$ cat config.mk
export PLATFORM = sky130hd
export DESIGN_NAME = cv32e40p_register_file_sb
export DESIGN_NICKNAME = d
export VERILOG_FILES = /design/src/rtl/cv32e40p_register_file_sb.sv
export SDC_FILE = /design/constraint.sdc
export NUM_CORES = 2
export LEC_CHECK = 0
export CAP_MARGIN = 30
export CORE_ASPECT_RATIO = 1.25
export CORE_UTILIZATION = 30
export CTS_CLUSTER_DIAMETER = 100
export CTS_CLUSTER_SIZE = 10
export DETAILED_ROUTE_END_ITERATION = 8
export PLACE_DENSITY = 0.45
export SETUP_SLACK_MARGIN = 0.15
export SYNTH_ARGS = -nofsm -noshare
export SYNTH_HDL_FRONTEND = slang
export SYNTH_SLANG_ARGS = --single-unit
$ cat constraint.sdc
create_clock -name clk -period 7.48 [get_ports clk]
set_clock_uncertainty 0.05 [all_clocks]
set_input_delay 0.748 -clock clk [delete_from_list [all_inputs] [get_ports clk]]
set_output_delay 0.748 -clock clk [all_outputs]
set_load 0.01 [all_outputs]
$ cat src/rtl/cv32e40p_register_file_sb.sv
// Register file with integer/FP banks, write-port forwarding,
// per-register busy scoreboard and a sequential whole-file clear.
module cv32e40p_register_file_sb #(
    parameter int ADDR_WIDTH = 6,
    parameter int DATA_WIDTH = 32,
    parameter int FPU        = 0,
    parameter int PULP_ZFINX = 0,
    parameter int NUM_RPORTS = 3,
    parameter int BYPASS     = 1
) (
    input  logic                             clk,
    input  logic                             rst,
    input  logic [NUM_RPORTS*ADDR_WIDTH-1:0] raddr_i,
    output logic [NUM_RPORTS*DATA_WIDTH-1:0] rdata_o,
    output logic [NUM_RPORTS-1:0]            rbusy_o,
    input  logic [ADDR_WIDTH-1:0]            waddr_a_i,
    input  logic [DATA_WIDTH-1:0]            wdata_a_i,
    input  logic                             we_a_i,
    input  logic [ADDR_WIDTH-1:0]            waddr_b_i,
    input  logic [DATA_WIDTH-1:0]            wdata_b_i,
    input  logic                             we_b_i,
    input  logic                             busy_set_i,
    input  logic [ADDR_WIDTH-1:0]            busy_addr_i,
    input  logic                             clr_req_i,
    output logic                             clr_busy_o,
    output logic                             clr_done_o
);

    localparam int NUM_WORDS = 2 ** (ADDR_WIDTH - 1);
    localparam bit FP_EN = (FPU != 0) && (PULP_ZFINX == 0);
    localparam int NUM_TOT_WORDS = FP_EN ? 2 * NUM_WORDS : NUM_WORDS;
    // With the FP bank present the full address is the word index.
    localparam int IW = FP_EN ? ADDR_WIDTH : ADDR_WIDTH - 1;

    typedef enum logic [1:0] {S_IDLE, S_CLEAR, S_DONE} state_t;

    state_t                r_state;
    logic [IW-1:0]         r_idx;
    logic                  r_clr_busy;
    logic                  r_clr_done;
    logic [DATA_WIDTH-1:0] r_mem [NUM_TOT_WORDS];
    logic [NUM_TOT_WORDS-1:0] r_busy;

    logic          w_clearing;
    logic          w_we_a;
    logic          w_we_b;
    logic          w_bset;
    logic [IW-1:0] w_idx_a;
    logic [IW-1:0] w_idx_b;
    logic [IW-1:0] w_idx_s;

    // Integer x0 and absent-bank addresses are never writable.
    function automatic logic f_valid(input logic [ADDR_WIDTH-1:0] a);
        return (a != '0) && (FP_EN || !a[ADDR_WIDTH-1]);
    endfunction

    assign w_clearing = (r_state == S_CLEAR);
    assign w_we_a  = we_a_i && f_valid(waddr_a_i) && !w_clearing;
    assign w_we_b  = we_b_i && f_valid(waddr_b_i) && !w_clearing;
    assign w_bset  = busy_set_i && f_valid(busy_addr_i) && !w_clearing;
    assign w_idx_a = waddr_a_i[IW-1:0];
    assign w_idx_b = waddr_b_i[IW-1:0];
    assign w_idx_s = busy_addr_i[IW-1:0];

    assign clr_busy_o = r_clr_busy;
    assign clr_done_o = r_clr_done;

    // Array and scoreboard: clear walk, else B over A, busy set over clear
    always_ff @(posedge clk) begin
        if (rst) begin
            for (int i = 0; i < NUM_TOT_WORDS; i++) r_mem[i] <= '0;
            r_busy <= '0;
        end else if (w_clearing) begin
            r_mem[r_idx]  <= '0;
            r_busy[r_idx] <= 1'b0;
        end else begin
            if (w_we_a) begin
                r_mem[w_idx_a]  <= wdata_a_i;
                r_busy[w_idx_a] <= 1'b0;
            end
            if (w_we_b) begin
                r_mem[w_idx_b]  <= wdata_b_i;
                r_busy[w_idx_b] <= 1'b0;
            end
            if (w_bset) r_busy[w_idx_s] <= 1'b1;
        end
    end

    // Clear sequencer with registered busy/done flags
    always_ff @(posedge clk) begin
        if (rst) begin
            r_state    <= S_IDLE;
            r_idx      <= '0;
            r_clr_busy <= 1'b0;
            r_clr_done <= 1'b0;
        end else begin
            unique case (r_state)
                S_IDLE: begin
                    r_clr_done <= 1'b0;
                    if (clr_req_i) begin
                        r_state    <= S_CLEAR;
                        r_idx      <= '0;
                        r_clr_busy <= 1'b1;
                    end
                end
                S_CLEAR: begin
                    r_idx <= r_idx + 1'b1;
                    if (r_idx == IW'(NUM_TOT_WORDS - 1)) begin
                        r_state    <= S_DONE;
                        r_clr_busy <= 1'b0;
                        r_clr_done <= 1'b1;
                    end
                end
                S_DONE: begin
                    r_state    <= S_IDLE;
                    r_clr_done <= 1'b0;
                end
                default: begin
                    r_state    <= S_IDLE;
                    r_clr_busy <= 1'b0;
                    r_clr_done <= 1'b0;
                end
            endcase
        end
    end

    for (genvar k = 0; k < NUM_RPORTS; k++) begin : g_rd
        logic [ADDR_WIDTH-1:0] w_ra;
        logic                  w_in;
        logic [DATA_WIDTH-1:0] w_rd;
        logic                  w_rb;

        assign w_ra = raddr_i[k*ADDR_WIDTH +: ADDR_WIDTH];
        assign w_in = FP_EN || !w_ra[ADDR_WIDTH-1];

        // Read mux with optional same-cycle forwarding, port B first
        always_comb begin
            w_rd = '0;
            w_rb = 1'b0;
            if (w_in) begin
                w_rd = r_mem[w_ra[IW-1:0]];
                w_rb = r_busy[w_ra[IW-1:0]];
                if (BYPASS != 0) begin
                    if (w_we_b && (waddr_b_i == w_ra)) w_rd = wdata_b_i;
                    else if (w_we_a && (waddr_a_i == w_ra)) w_rd = wdata_a_i;
                end
            end
        end

        assign rdata_o[k*DATA_WIDTH +: DATA_WIDTH] = w_rd;
        assign rbusy_o[k] = w_rb;
    end

endmodule

==> metrics.txt <==
DRT Wirelength=400,400 um; Avg Cell Area, Syn=10.40 um^2; Lkg Pwr=27.84 nW; Die H=548.8 um; post-synth cell types=88; GPL Wtd Cong=0.9573; post-DP HPWL=250,900 um; Critical Path Start Type=primary input; slew margin rel.=26.01%; post-DR wirelength/cell=40.39 um; worst reg2reg endpoint=r_mem[17][20]; clock sinks=1,065; number of global-route vias before repair=62,670; pre-CTS WS=1.608 ns; root buffer cell=clkbuf_16; initial antenna violation count=35; RSZ-0062 raised after global routing=false; worst min path class=flop to flop; Power Density=181.3 mW/mm^2; net load switching power=4.402 mW; CP required=6.68 ns; Slew @ Worst Pin=1.106 ns; sequential share of power=46.9%; Rows=200; clk buf depth=3; worst path bufs/invs=4; Port Buffer Count=206; Power, Total=14.80 mW; residual DRC count=0; Int Pwr=10.40 mW; GR Overflow Total=0; H-tree Lvls=3; fraction of layout instances using a drive strength above 1=13.74%; global-route usage over all layers=32.12%; critical-path cell with the highest stage delay=or4b_2; Top FF cell, synth=edfxtp_1; Final Worst Setup Slack=1.585 ns; Synth async-reset ratio=0%; cts hold-fix bufs=0; status=finished clean; First-pass DRT Iterations=6; Synth Cell Area=0.07175 mm^2; f_max=169.6 MHz; Initial Utilization=30.18%; nets=6,850; layout overhead on the synthesized area=13.77%; EDFF count, synth=1,024; Setup TNS=0 ns; DR iter-0 viols=9,808; clock latency on the worst-skew pair=0.80 ns; CTS buffer count=116; Worst EP arrival=5.10 ns; crit share post-route=78.81%; WS Path Type=primary input to primary output; antenna viol nets, final=0; Worst-path clk slew=0.06 ns; Tmin final=5.895 ns; final hold viol count=0; Hold Startpoint=r_busy[0]; Worst R2R Setup Slack=3.30 ns; post_cts resized=0; crit-path max cell delay=1.15 ns; r2r worst-path depth=8; Gate power share=16.9%; Worst Hold End=r_busy[0]; Ys Warns=0; IO Count=207; post-synthesis cell count=6,898; fill count=23,540; first-pass GRT wire length=533,900 um; Setup crit end kind=primary output; Die ar.=0.2412 mm^2; cell family with most CP delay=buffers and inverters; area of the core=0.2377 mm^2; RR Startpoint=r_state[1]; postcts setup bufs=0; max_cap viols=0; Final Core Density=34.34%; final setup fails=0; DR vias=66,200; sequential share of the synthesized area=44.00%; Slew Limit Fails=0; hold depth=2; die width=439.4 um; VDD IR max=0.2074 mV; largest net degree at the start of global routing=88; Vias/cell=6.678; Crit Path Max Fanout=15; CTS tree=done; crit-path cells=clkdlybuf4s50_1, or4b_2, buf_4, o22ai_1, or4_1, a221oi_1, buf_4, and3_1, o32ai_1, clkdlybuf4s50_1; switching part of the total=29.73%; Clk pwr share=36.3%; synthesis-stage register bit count=1,065
-- synth_stat cells (11+ instances only) --
library cell / count / area (um^2)
nand2_1: 1110 / 4167
edfxtp_1: 1024 / 30750
o21ai_0: 1002 / 5015
mux2i_1: 899 / 8999
clkbuf_1: 584 / 2192
o22ai_1: 448 / 2803
mux4_2: 321 / 7229
buf_2: 144 / 720.7
a211oi_1: 131 / 983.4
nor2_1: 114 / 427.9
a221oi_1: 93 / 814.5
o21ai_1: 87 / 435.4
and3_1: 82 / 513.0
buf_1: 77 / 289.0
nor2b_1: 77 / 481.7
or4_1: 62 / 465.5
nand3_1: 61 / 305.3
a32o_1: 55 / 550.5
nor4_1: 44 / 275.3
a22oi_1: 43 / 322.8
dfxtp_1: 41 / 820.8
inv_1: 38 / 142.6
o32ai_1: 32 / 280.3
a22o_1: 30 / 262.8
xor2_1: 24 / 210.2
nand4_1: 22 / 137.6
a21oi_1: 21 / 105.1
buf_4: 19 / 142.6
nor3_1: 15 / 75.07
xnor2_1: 12 / 105.1
nand2b_1: 11 / 68.82
-- power by group through the flow --
stage                     clock [mW]  sequential [mW]  combinational (mW)
after floorplan                    0             7.00                1.35
after global placement             0             7.04                2.40
after detailed placement           0             7.05                2.43
after CTS                       5.37             6.93                2.43
after global routing            5.54             6.96                2.54
final                           5.37             6.94                2.50
-- worst max-delay path by stage --
stage            startpoint           to  slack, ns  cells past startpoint
2_1_floorplan  waddr_a_i[1]  r_mem[2][0]       1.18                      8
3_3_place_gp     raddr_i[9]  rdata_o[52]       1.45                     10
3_5_place_dp     raddr_i[9]  rdata_o[52]       1.61                     10
4_1_cts          raddr_i[9]  rdata_o[52]       1.61                     10
5_1_grt          raddr_i[9]  rdata_o[52]       1.62                     10
6_report         raddr_i[9]  rdata_o[52]       1.59                     10
-- state kept, by name, summed over array words and instances (netlist names) --
| register | cells |
|---|---|
| r_mem | 1024 |
| r_busy | 32 |
| r_idx | 5 |
| r_state | 2 |
| clr_busy_o | 1 |
| clr_done_o | 1 |
-- layer usage --
layer / global-route usage [%] / wire [um] / vias to the layer above
met3: 8.135 / 44950 / 1288
li1: - / - / 26230
met5: 0.4580 / 194 / -
met4: 24.47 / 33870 / 28
met2: 48.20 / 174200 / 5092
met1: 39.45 / 147200 / 33560
-- metrics by stage --
step                hold WS (ns)  cells  area (um^2)
floorplan                 0.3758   6929        71870
global placement          0.4238   9712        77680
detailed placement        0.4318   9746        78400
CTS                       0.4412   9880        81470
global route              0.4633   9891        81580
finish                    0.4351   9912        81640
-- cells in the final DEF (no fill, tap or decap), types with 12 or more instances in the layout --
cell type and count:
mux4_2 321, a22oi_1 43, clkdlybuf4s50_1 194, nand3_2 23, xnor2_1 12, edfxtp_1 1024
inv_1 38, o32ai_1 32, or4_1 62, mux2i_1 899, dfxtp_1 41, nand3_1 32
a221oi_1 93, nor2b_1 73, a21oi_1 21, a32o_1 55, nor4_1 44, buf_4 250
a211oi_1 130, and3_1 82, nand3_4 12, nor2_1 89, a22o_1 30, buf_12 43
o22ai_1 448, o21ai_0 999, diode_2 26, nand4_1 22, clkbuf_16 117, o21ai_1 87
nor2_4 26, xor2_1 24, buf_16 16, conb_1 32, nand2_1 1105
-- final cells by class --
type	instances	area (um^2)	share of cell area, %
Antenna cell	26	65.06	0.07970
Clock buffer	128	2969	3.637
Clock inverter	6	100.1	0.1226
Inverter	40	150.1	0.1839
Multi-Input combinational cell	4992	37510	45.95
Sequential cell	1065	31570	38.67
Tap cell	3131	3918	4.799
Timing Repair Buffer	524	5354	6.558
-- cells by family (layout without fill, tap and decap cells) --
family	Yosys count	count (layout)	share of synthesized area [%]
buffers and inverters	872	698	4.987
AO/OA/AOI/OAI	2012	2012	17.09
XOR/XNOR	36	36	0.4394
adder cells (fa/ha/maj)	5	5	0.08719
flip-flops	1065	1065	44.00
other	1	58	0.005226
AND/OR/NAND/NOR	1686	1686	10.76
multiplexers	1221	1221	22.63
-- worst min-delay path: cells and delay by family, from the launching register on --
family,cells,cell delay [ns]
buffers and inverters,1,0.06
AOI/OAI and AO/OA,1,0.05
DFF,1,0.33
Note: power is estimated with default switching activity, not from simulation.
